### src/rtl/outport_alloc_if.sv
// Output-port allocator bus: head requests and flit status from the input buffers,
// lock/crossbar/dequeue/credit status back to them.
interface outport_alloc_if #(
   parameter int PORT_N = 5,
   parameter int CW     = 3
);
   localparam int SW = $clog2(PORT_N);

   logic [PORT_N-1:0] u_req;
   logic [PORT_N-1:0] m_req;
   logic [PORT_N-1:0] multab_ct;
   logic [PORT_N-1:0] flit_vld;
   logic [PORT_N-1:0] flit_tail;
   logic              credit_in;

   // Handshake: flit_vld[i] is the valid of input i and is never gated by this block;
   // a flit moves in exactly the cycle xfer[i] is high, which only happens for the lock
   // owner while credit_cnt != 0. xfer is the ready/dequeue strobe, out_vld its copy.
   logic [PORT_N-1:0] grt;
   logic [SW-1:0]     sel;
   logic              busy;
   logic [PORT_N-1:0] xfer;
   logic              out_vld;
   logic [CW-1:0]     credit_cnt;
   logic              credit_err;

   modport master (
      output u_req, m_req, multab_ct, flit_vld, flit_tail, credit_in,
      input  grt, sel, busy, xfer, out_vld, credit_cnt, credit_err
   );

   modport slave (
      input  u_req, m_req, multab_ct, flit_vld, flit_tail, credit_in,
      output grt, sel, busy, xfer, out_vld, credit_cnt, credit_err
   );
endinterface

### src/rtl/outport_alloc.sv
// Wormhole allocator for one router output: multicast-first rotating arbitration,
// lock until tail, credit-gated flit transfer.
module outport_alloc #(
   parameter int PORT_N     = 5,
   parameter int CREDIT_MAX = 4,
   parameter int CW         = 3
) (
   input  logic             clk,
   input  logic             rst_,
   outport_alloc_if.slave   bus,
   output logic             dbg_state
);
   localparam int SW = $clog2(PORT_N);

   typedef enum logic {IDLE = 1'b0, LOCKED = 1'b1} state_e;

   state_e            state_q, state_d;
   logic [PORT_N-1:0] grt_q, grt_d;
   logic [SW-1:0]     sel_q, sel_d;
   logic              busy_q, busy_d;
   logic [SW-1:0]     rr_ptr_q, rr_ptr_d;
   logic [CW-1:0]     credit_cnt_q, credit_cnt_d;
   logic              credit_err_q, credit_err_d;

   logic [PORT_N-1:0] cand;
   logic              win_vld;
   logic [SW-1:0]     win_id;
   logic              out_vld;
   int                idx;

   // A pending multicast hides unicast even when all multicast heads are masked.
   always_comb begin
      cand    = (|bus.m_req) ? (bus.m_req & ~bus.multab_ct) : bus.u_req;
      win_vld = 1'b0;
      win_id  = '0;
      idx     = 0;
      for (int k = 1; k <= PORT_N; k++) begin
         idx = int'(rr_ptr_q) + k;
         if (idx >= PORT_N) idx = idx - PORT_N;
         if (!win_vld && cand[idx]) begin
            win_vld = 1'b1;
            win_id  = SW'(idx);
         end
      end
   end

   always_comb begin
      out_vld = (state_q == LOCKED) && bus.flit_vld[sel_q] && (credit_cnt_q != '0);
   end

   always_comb begin
      state_d  = state_q;
      grt_d    = grt_q;
      sel_d    = sel_q;
      busy_d   = busy_q;
      rr_ptr_d = rr_ptr_q;
      case (state_q)
         IDLE: begin
            if (win_vld) begin
               state_d  = LOCKED;
               grt_d    = PORT_N'(1) << win_id;
               sel_d    = win_id;
               busy_d   = 1'b1;
               rr_ptr_d = win_id;
            end
         end
         LOCKED: begin
            if (out_vld && bus.flit_tail[sel_q]) begin
               state_d = IDLE;
               grt_d   = '0;
               busy_d  = 1'b0;
            end
         end
         default: state_d = IDLE;
      endcase
   end

   // Send and return in the same cycle cancel; a return with no room is an overflow.
   always_comb begin
      credit_cnt_d = credit_cnt_q;
      credit_err_d = credit_err_q;
      if (out_vld && !bus.credit_in) begin
         credit_cnt_d = credit_cnt_q - CW'(1);
      end else if (!out_vld && bus.credit_in) begin
         if (credit_cnt_q == CW'(CREDIT_MAX)) credit_err_d = 1'b1;
         else                                 credit_cnt_d = credit_cnt_q + CW'(1);
      end
   end

   always_ff @(posedge clk or negedge rst_) begin
      if (!rst_) begin
         state_q      <= IDLE;
         grt_q        <= '0;
         sel_q        <= '0;
         busy_q       <= 1'b0;
         rr_ptr_q     <= SW'(PORT_N - 1);
         credit_cnt_q <= CW'(CREDIT_MAX);
         credit_err_q <= 1'b0;
      end else begin
         state_q      <= state_d;
         grt_q        <= grt_d;
         sel_q        <= sel_d;
         busy_q       <= busy_d;
         rr_ptr_q     <= rr_ptr_d;
         credit_cnt_q <= credit_cnt_d;
         credit_err_q <= credit_err_d;
      end
   end

   assign bus.grt        = grt_q;
   assign bus.sel        = sel_q;
   assign bus.busy       = busy_q;
   assign bus.out_vld    = out_vld;
   assign bus.xfer       = out_vld ? (PORT_N'(1) << sel_q) : '0;
   assign bus.credit_cnt = credit_cnt_q;
   assign bus.credit_err = credit_err_q;
   assign dbg_state      = state_q;
endmodule

### src/flat_wrapper.sv
// flat-port wrapper written by rule: the top's interface ports become plain ports
module outport_alloc_flat 
#(
   parameter int PORT_N     = 5,
   parameter int CREDIT_MAX = 4,
   parameter int CW         = 3
)
  (clk, rst_, dbg_state, bus_u_req, bus_m_req, bus_multab_ct, bus_flit_vld, bus_flit_tail, bus_credit_in, bus_grt, bus_sel, bus_busy, bus_xfer, bus_out_vld, bus_credit_cnt, bus_credit_err);
  outport_alloc_if #(.PORT_N(PORT_N), .CW(CW)) bus_i ();
  input  logic clk;
  input  logic rst_;
  output logic dbg_state;
  input wire logic [$bits(bus_i.u_req)-1:0] bus_u_req;
  input wire logic [$bits(bus_i.m_req)-1:0] bus_m_req;
  input wire logic [$bits(bus_i.multab_ct)-1:0] bus_multab_ct;
  input wire logic [$bits(bus_i.flit_vld)-1:0] bus_flit_vld;
  input wire logic [$bits(bus_i.flit_tail)-1:0] bus_flit_tail;
  input wire logic [$bits(bus_i.credit_in)-1:0] bus_credit_in;
  output wire logic [$bits(bus_i.grt)-1:0] bus_grt;
  output wire logic [$bits(bus_i.sel)-1:0] bus_sel;
  output wire logic [$bits(bus_i.busy)-1:0] bus_busy;
  output wire logic [$bits(bus_i.xfer)-1:0] bus_xfer;
  output wire logic [$bits(bus_i.out_vld)-1:0] bus_out_vld;
  output wire logic [$bits(bus_i.credit_cnt)-1:0] bus_credit_cnt;
  output wire logic [$bits(bus_i.credit_err)-1:0] bus_credit_err;
  assign bus_i.u_req = bus_u_req;
  assign bus_i.m_req = bus_m_req;
  assign bus_i.multab_ct = bus_multab_ct;
  assign bus_i.flit_vld = bus_flit_vld;
  assign bus_i.flit_tail = bus_flit_tail;
  assign bus_i.credit_in = bus_credit_in;
  assign bus_grt = bus_i.grt;
  assign bus_sel = bus_i.sel;
  assign bus_busy = bus_i.busy;
  assign bus_xfer = bus_i.xfer;
  assign bus_out_vld = bus_i.out_vld;
  assign bus_credit_cnt = bus_i.credit_cnt;
  assign bus_credit_err = bus_i.credit_err;
  outport_alloc #(.PORT_N(PORT_N), .CREDIT_MAX(CREDIT_MAX), .CW(CW)) u_core (.clk(clk), .rst_(rst_), .bus(bus_i), .dbg_state(dbg_state));
endmodule
### config.mk
export PLATFORM = sky130hd
export DESIGN_NAME = outport_alloc_flat
export DESIGN_NICKNAME = d
export VERILOG_FILES = /design/src/rtl/outport_alloc_if.sv /design/src/rtl/outport_alloc.sv /design/src/flat_wrapper.sv
export SDC_FILE = /design/constraint.sdc
export NUM_CORES = 1
export LEC_CHECK = 0
export CAP_MARGIN = 20
export CORE_ASPECT_RATIO = 1.2
export CORE_UTILIZATION = 40
export DETAILED_ROUTE_END_ITERATION = 10
export PLACE_DENSITY = 0.66
export SKIP_CTS_REPAIR_TIMING = 1
export SYNTH_ARGS = -nofsm -noshare
export SYNTH_HDL_FRONTEND = slang
export SYNTH_SLANG_ARGS = --single-unit
### constraint.sdc
create_clock -name clk -period 4.1 [get_ports clk]
set_input_delay 0.82 -clock clk [delete_from_list [all_inputs] [get_ports clk]]
set_output_delay 0.82 -clock clk [all_outputs]
set_load 0.02 [all_outputs]
* After elaboration in Yosys (flattened, before gate mapping)
Index checks and enable logic that the tools add are counted.
** Cells by class
- Div/mod/pow operators :: 0
- Equality and inequality tests :: 4
- Bitwise gates (word level) :: 4
- Order comparisons :: 11
- Add/subtract/negate cells :: 12
- Shifts and indexed selects :: 2
- Muxes and demuxes :: 48
- Multipliers :: 0
- Reduce and logical (&&, ||, !) cells :: 22
** Operator list (count)
- greater-or-equal comparator 32 x 4 -> 1 bit, second input constant :: 5
- < comparator 32 x 5 -> 1 bit, second input constant :: 5
- two-way mux 32 bit :: 5
- subtractor 32 x 4 -> 32 bit, second input constant :: 5
- two-way mux 3 bit :: 8
- binary-select mux 1 bit (select 3 bit) :: 7
- two-way mux 1 bit :: 21
- two-way mux 5 bit :: 4
- case mux 5 bit (2 select lines) :: 1
- left shift 1 x 3 -> 5 bit, first input constant :: 2
- logical AND 1 bit :: 9
- adder 3 x 2 -> 4 bit, second input constant :: 2
- adder 3 x 3 -> 4 bit, second input constant :: 2
- logical NOT 1 bit :: 6
- AND reduction 2 bit :: 3
- bitwise AND 5 bit :: 1
- NOT 5 bit :: 1
- OR reduction 5 bit :: 1
- adder 3 x 1 -> 4 bit, second input constant :: 1
- < comparator 3 x 4 -> 1 bit, second input constant :: 1
- != test 2 x 1 -> 1 bit, second input constant :: 2
- case mux 1 bit (2 select lines) :: 2
- adder 3 x 1 -> 3 bit, second input constant :: 1
- == test 3 bit, second input constant :: 1
- other kinds (6) :: 7
** Storage, ports and cells
- Memory bits (writable) :: 0
- Latch bits :: 0
- Register bits after elaboration :: 17
- Output and inout port bits :: 20
- Input bits :: 28
- Logic and storage cells :: 110
- Memories :: 0
- ROM bits :: 0

* Longest topological paths before layout
- Word-level depth :: 22
- Depth in mapped cells :: 13
- Mapped depth without buffers :: 12

* Worst setup path after synthesis
No wires, ideal clock.
- Path kind :: reg-to-reg
- From :: register u_core.rr_ptr_q[1]
- To :: register u_core.grt_q[3] (netlist: u_core.bus.grt[3])
- Setup time :: 0.079 ns
- Data required time :: 4.021 ns
- Path buffers :: 1
- Clock period less this slack :: 3.560 ns
- Slack :: 0.540 ns
- Arrival :: 3.482 ns
- Stages on the path, launching flop included :: 14
- Cells stage by stage :: dfrtp_1 inv_1 ha_1 ha_1 buf_2 inv_1 o31ai_2 or2_2 a21oi_1 a311o_2 and4bb_4 or3b_1 and3_4 o2bb2ai_1
** On the way
- Longest elaborated chain between the ends :: 22
** RTL lines
- from (decl) :: RTL line outport_alloc.sv:21 : logic [SW-1:0] rr_ptr_q, rr_ptr_d;
- from (signal assigned) :: RTL line outport_alloc.sv:96 : rr_ptr_q <= SW'(PORT_N - 1);
- from (signal assigned) :: RTL line outport_alloc.sv:104 : rr_ptr_q <= rr_ptr_d;
- adder 3 x 1 -> 4 bit :: RTL line outport_alloc.sv:38 : idx = int'(rr_ptr_q) + k;
- subtractor 32 x 4 -> 32 bit / greater-or-equal comparator 32 x 4 -> 1 bit (equally long branches) :: RTL line outport_alloc.sv:39 : if (idx >= PORT_N) idx = idx - PORT_N;
- two-way mux 32 bit :: RTL line outport_alloc.sv:39
- binary-select mux 1 bit (select 3 bit) :: RTL line outport_alloc.sv:40 : if (!win_vld && cand[idx]) begin
- two-way mux 1 bit (not written as such) (2 in a row) :: RTL line outport_alloc.sv:40
- two-way mux 1 bit :: RTL line outport_alloc.sv:40
- logical NOT 1 bit :: RTL line outport_alloc.sv:40
- logical AND 1 bit :: RTL line outport_alloc.sv:40
- [... 5 more ...]
- logical AND 1 bit :: RTL line outport_alloc.sv:40
- two-way mux 1 bit :: RTL line outport_alloc.sv:40
- logical NOT 1 bit :: RTL line outport_alloc.sv:40
- logical AND 1 bit :: RTL line outport_alloc.sv:40
- two-way mux 3 bit :: RTL line outport_alloc.sv:40
- left shift 1 x 3 -> 5 bit :: RTL line outport_alloc.sv:61 : grt_d = PORT_N'(1) << win_id;
- two-way mux 5 bit :: RTL line outport_alloc.sv:59 : if (win_vld) begin
- case mux 5 bit (2 select lines) :: RTL line outport_alloc.sv:57 : case (state_q)
- to (signal assigned) :: RTL line outport_alloc.sv:101 : grt_q <= grt_d;
- to (decl) :: RTL line outport_alloc.sv:18 : logic [PORT_N-1:0] grt_q, grt_d;
Several ways; a longest one is shown, not always the timed one. The select of a mux whose other input is x is not followed.
A chain may end at the register's enable or synchronous reset.

* Worst setup path after layout
- From :: register u_core.rr_ptr_q[0]
- To :: register u_core.grt_q[3] (netlist: u_core.bus.grt[3])
The elaborated chain is that of the path after synthesis.

==> run summary <==
Clock power frac -> 0.047
First-pass GRT wire length -> 9060 um
Via density per instance -> 5.88
CTS tree -> yes
# diodes -> 0
Placer Congestion -> 1.00
Hold Crit Class -> flop to flop
Register Area -> 378 um^2
Detailed Place HPWL -> 4460 um
Worst-Margin Slew -> 0.694 ns
CP max FO -> 12
Pwr per Cell Area -> 951 nW/um^2
Initial DRC Count -> 144
Max Cap Viol -> 0
DRC -> 0
Comb pwr share -> 0.843
# port buffers -> 47
Largest net degree at the start of global routing -> 30
Routed WL -> 5550 um
Synth warn -> 0
Met3 routed WL -> 127 um
Crit. End Element -> flop
M1 wire length -> 2470 um
Final ANT Viol Nets -> 0
DR WL/cell -> 15.7 um
P&R area growth vs syn -> 27.2%
Top FF cell, synth -> dfrtp_1
Setup TNS -> 0 ns
Top sig layer -> met4
Ports -> 48
Vias in the first global route -> 1951
TritonRoute pass-1 iters -> 4
Fraction of registers with async set/reset -> 1.00
Final worst-path setup slack -> 0.348 ns
Mapped Area -> 2080 um^2
Setup Viol. Count Final -> 0
Die area -> 5490 um^2
Sink Count -> 15
Syn Nets -> 290
Sw frac -> 0.508
Worst skew pair latency -> 0.25 ns
Initial antenna violation count -> 0
P_sw -> 0.00128 W
CTS HTree Levels -> 1
Pleak -> 1.06 nW
Max frequency -> 0.266 GHz
Clock slew seen by the registers of the worst setup and hold paths -> 0.06 ns
Area occupied by multi-input gates -> 1550 um^2
Layout cells sized above 1 -> 0.126
RSZ-0062 raised after global routing -> false
Sequential fraction of the synthesis area -> 0.182
Slew Viols, Final -> 0
FP Rows -> 28
Clk_skew -> 0.00327 ns
Vias post-DR -> 2077
Most frequent cells in the layout -> clkdlybuf4s50_1 (47), inv_1 (20), o21ai_0 (15)
Most common cell after layout, fill and taps aside -> clkdlybuf4s50_1
Gr usage total -> 0.213
Tcrit/Tclk final -> 0.915
Setup Crit Path Kind -> flop to flop
Die W -> 67.8 um
Synthesized flop and latch total -> 15
Critical Path Source Type -> flop
GRT overflow -> 0
TritonCTS Buffers -> 3
Met2 wire len -> 2800 um
Average size of a mapped cell -> 8.41 um^2
Max VDD drop -> 0.497 mV
Filler cell count -> 482
Initial Utilization -> 0.418
Final net count -> 337
Reg-to-reg setup timing slack -> 0.35 ns
Chip height -> 81.0 um
Number of synthesized flops with an enable pin -> 0
Required @ worst endpoint -> 4.27 ns
Post-synthesis cell type count -> 72
Total core area -> 4970 um^2
Share of power burned in registers -> 0.110
Status -> completed
Final hold violation count -> 0
CP Data Arrival Time -> 3.92 ns
Mapped Cells -> 247
Internal Power -> 0.00124 W
Place WS -> 0.336 ns
Root buffer cell -> clkbuf_8
Relative slew slack -> 0.536
Fin crit period -> 3.75 ns
CTS Buffer Depth -> 2
## per-layer routing
layer	up-vias	GRT usage
li1	1029	-
met1	988	0.275
met2	45	0.367
met3	15	0.0126
met4	0	0.0771
met5	-	0
## power groups by stage
| stage | Clock (W) | Sequential [W] | Combinational, W |
|---|---|---|---|
| after floorplan | 0 | 0.000327 | 0.00154 |
| after global placement | 0 | 0.000279 | 0.00209 |
| after detailed placement | 0 | 0.000277 | 0.00211 |
| after CTS | 0.000122 | 0.000277 | 0.00212 |
| after global routing | 0.000126 | 0.000285 | 0.00232 |
| final | 0.000118 | 0.000277 | 0.00212 |
## through the flow
stage	cell area, um^2	std cells	util	total power [W]	hold WS (ns)
2_1_floorplan	2080	247	-	0.00187	0.524
3_5_place_dp	2600	349	0.522	0.00238	0.461
6_report	2640	353	0.531	0.00251	0.471
3_3_place_gp	2600	349	0.522	0.00237	0.451
4_1_cts	2640	353	0.531	0.00251	0.475
5_1_grt	2640	353	0.531	0.00273	0.480
## registers in the layout, summed over array words and instances, names as in the netlist
name and flops:
u_core.bus.credit_err 1, u_core.bus.grt 5, u_core.dbg_state 1, u_core.bus.credit_cnt 3, u_core.rr_ptr_q 3, u_core.bus.sel 1
u_core.bus.busy 1
## critical path: stages (launching register included)
cell       delay [ns]
dfrtp_1          0.39
inv_2            0.21
ha_1             0.24
inv_1            0.08
fa_1             0.49
or3_1            0.44
a21o_1           0.23
a311oi_2         0.29
a21oi_1          0.19
and4bb_4         0.38
or3b_1           0.37
and3_4           0.21
o2bb2ai_1        0.14
## cell type report
type / instances / area share
timing repair buffer: 53 / 0.195
sequential: 15 / 0.143
clock buffer: 4 / 0.0170
tap: 60 / 0.0284
multi-input combinational: 200 / 0.587
inverter: 21 / 0.0298
## Yosys cell counts (4+ instances only)
master / count / share of area
a21o_1: 6 / 0.022
a21oi_1: 14 / 0.034
and3_1: 5 / 0.015
buf_2: 5 / 0.012
buf_4: 4 / 0.014
dfrtp_1: 13 / 0.16
ha_1: 13 / 0.078
inv_1: 20 / 0.036
nand2_1: 13 / 0.023
nand2b_1: 10 / 0.030
nand3_1: 9 / 0.022
nor2_1: 10 / 0.018
nor2b_1: 5 / 0.015
nor3_1: 6 / 0.014
o21a_1: 4 / 0.014
o21ai_0: 15 / 0.036
o22ai_1: 7 / 0.021
o2bb2ai_1: 6 / 0.025
xor2_1: 4 / 0.017
## path summary, 6_finish.rpt
| kind | startpoint | to | cells after the start |
|---|---|---|---|
| min in group asynchronous | rst_ | u_core.bus.busy | 1 |
| max in group asynchronous | rst_ | u_core.rr_ptr_q[0] | 1 |
| hold reg to reg | u_core.bus.credit_err | u_core.bus.credit_err | 1 |
| hold / removal | u_core.bus.credit_err | u_core.bus.credit_err | 1 |
| setup / recovery | u_core.rr_ptr_q[0] | u_core.bus.grt[3] | 12 |
| setup reg to reg | u_core.rr_ptr_q[0] | u_core.bus.grt[3] | 12 |
## kinds of logic after synthesis
kind of cell / synth area share
AOI/OAI and AO/OA: 0.340
buffers and inverters: 0.0716
muxes: 0.0379
DFF: 0.182
and+or+nand+nor: 0.254
xor gates and xnor gates: 0.0169
adders and majority gates: 0.0975
Power figures use the tool's default switching activity.
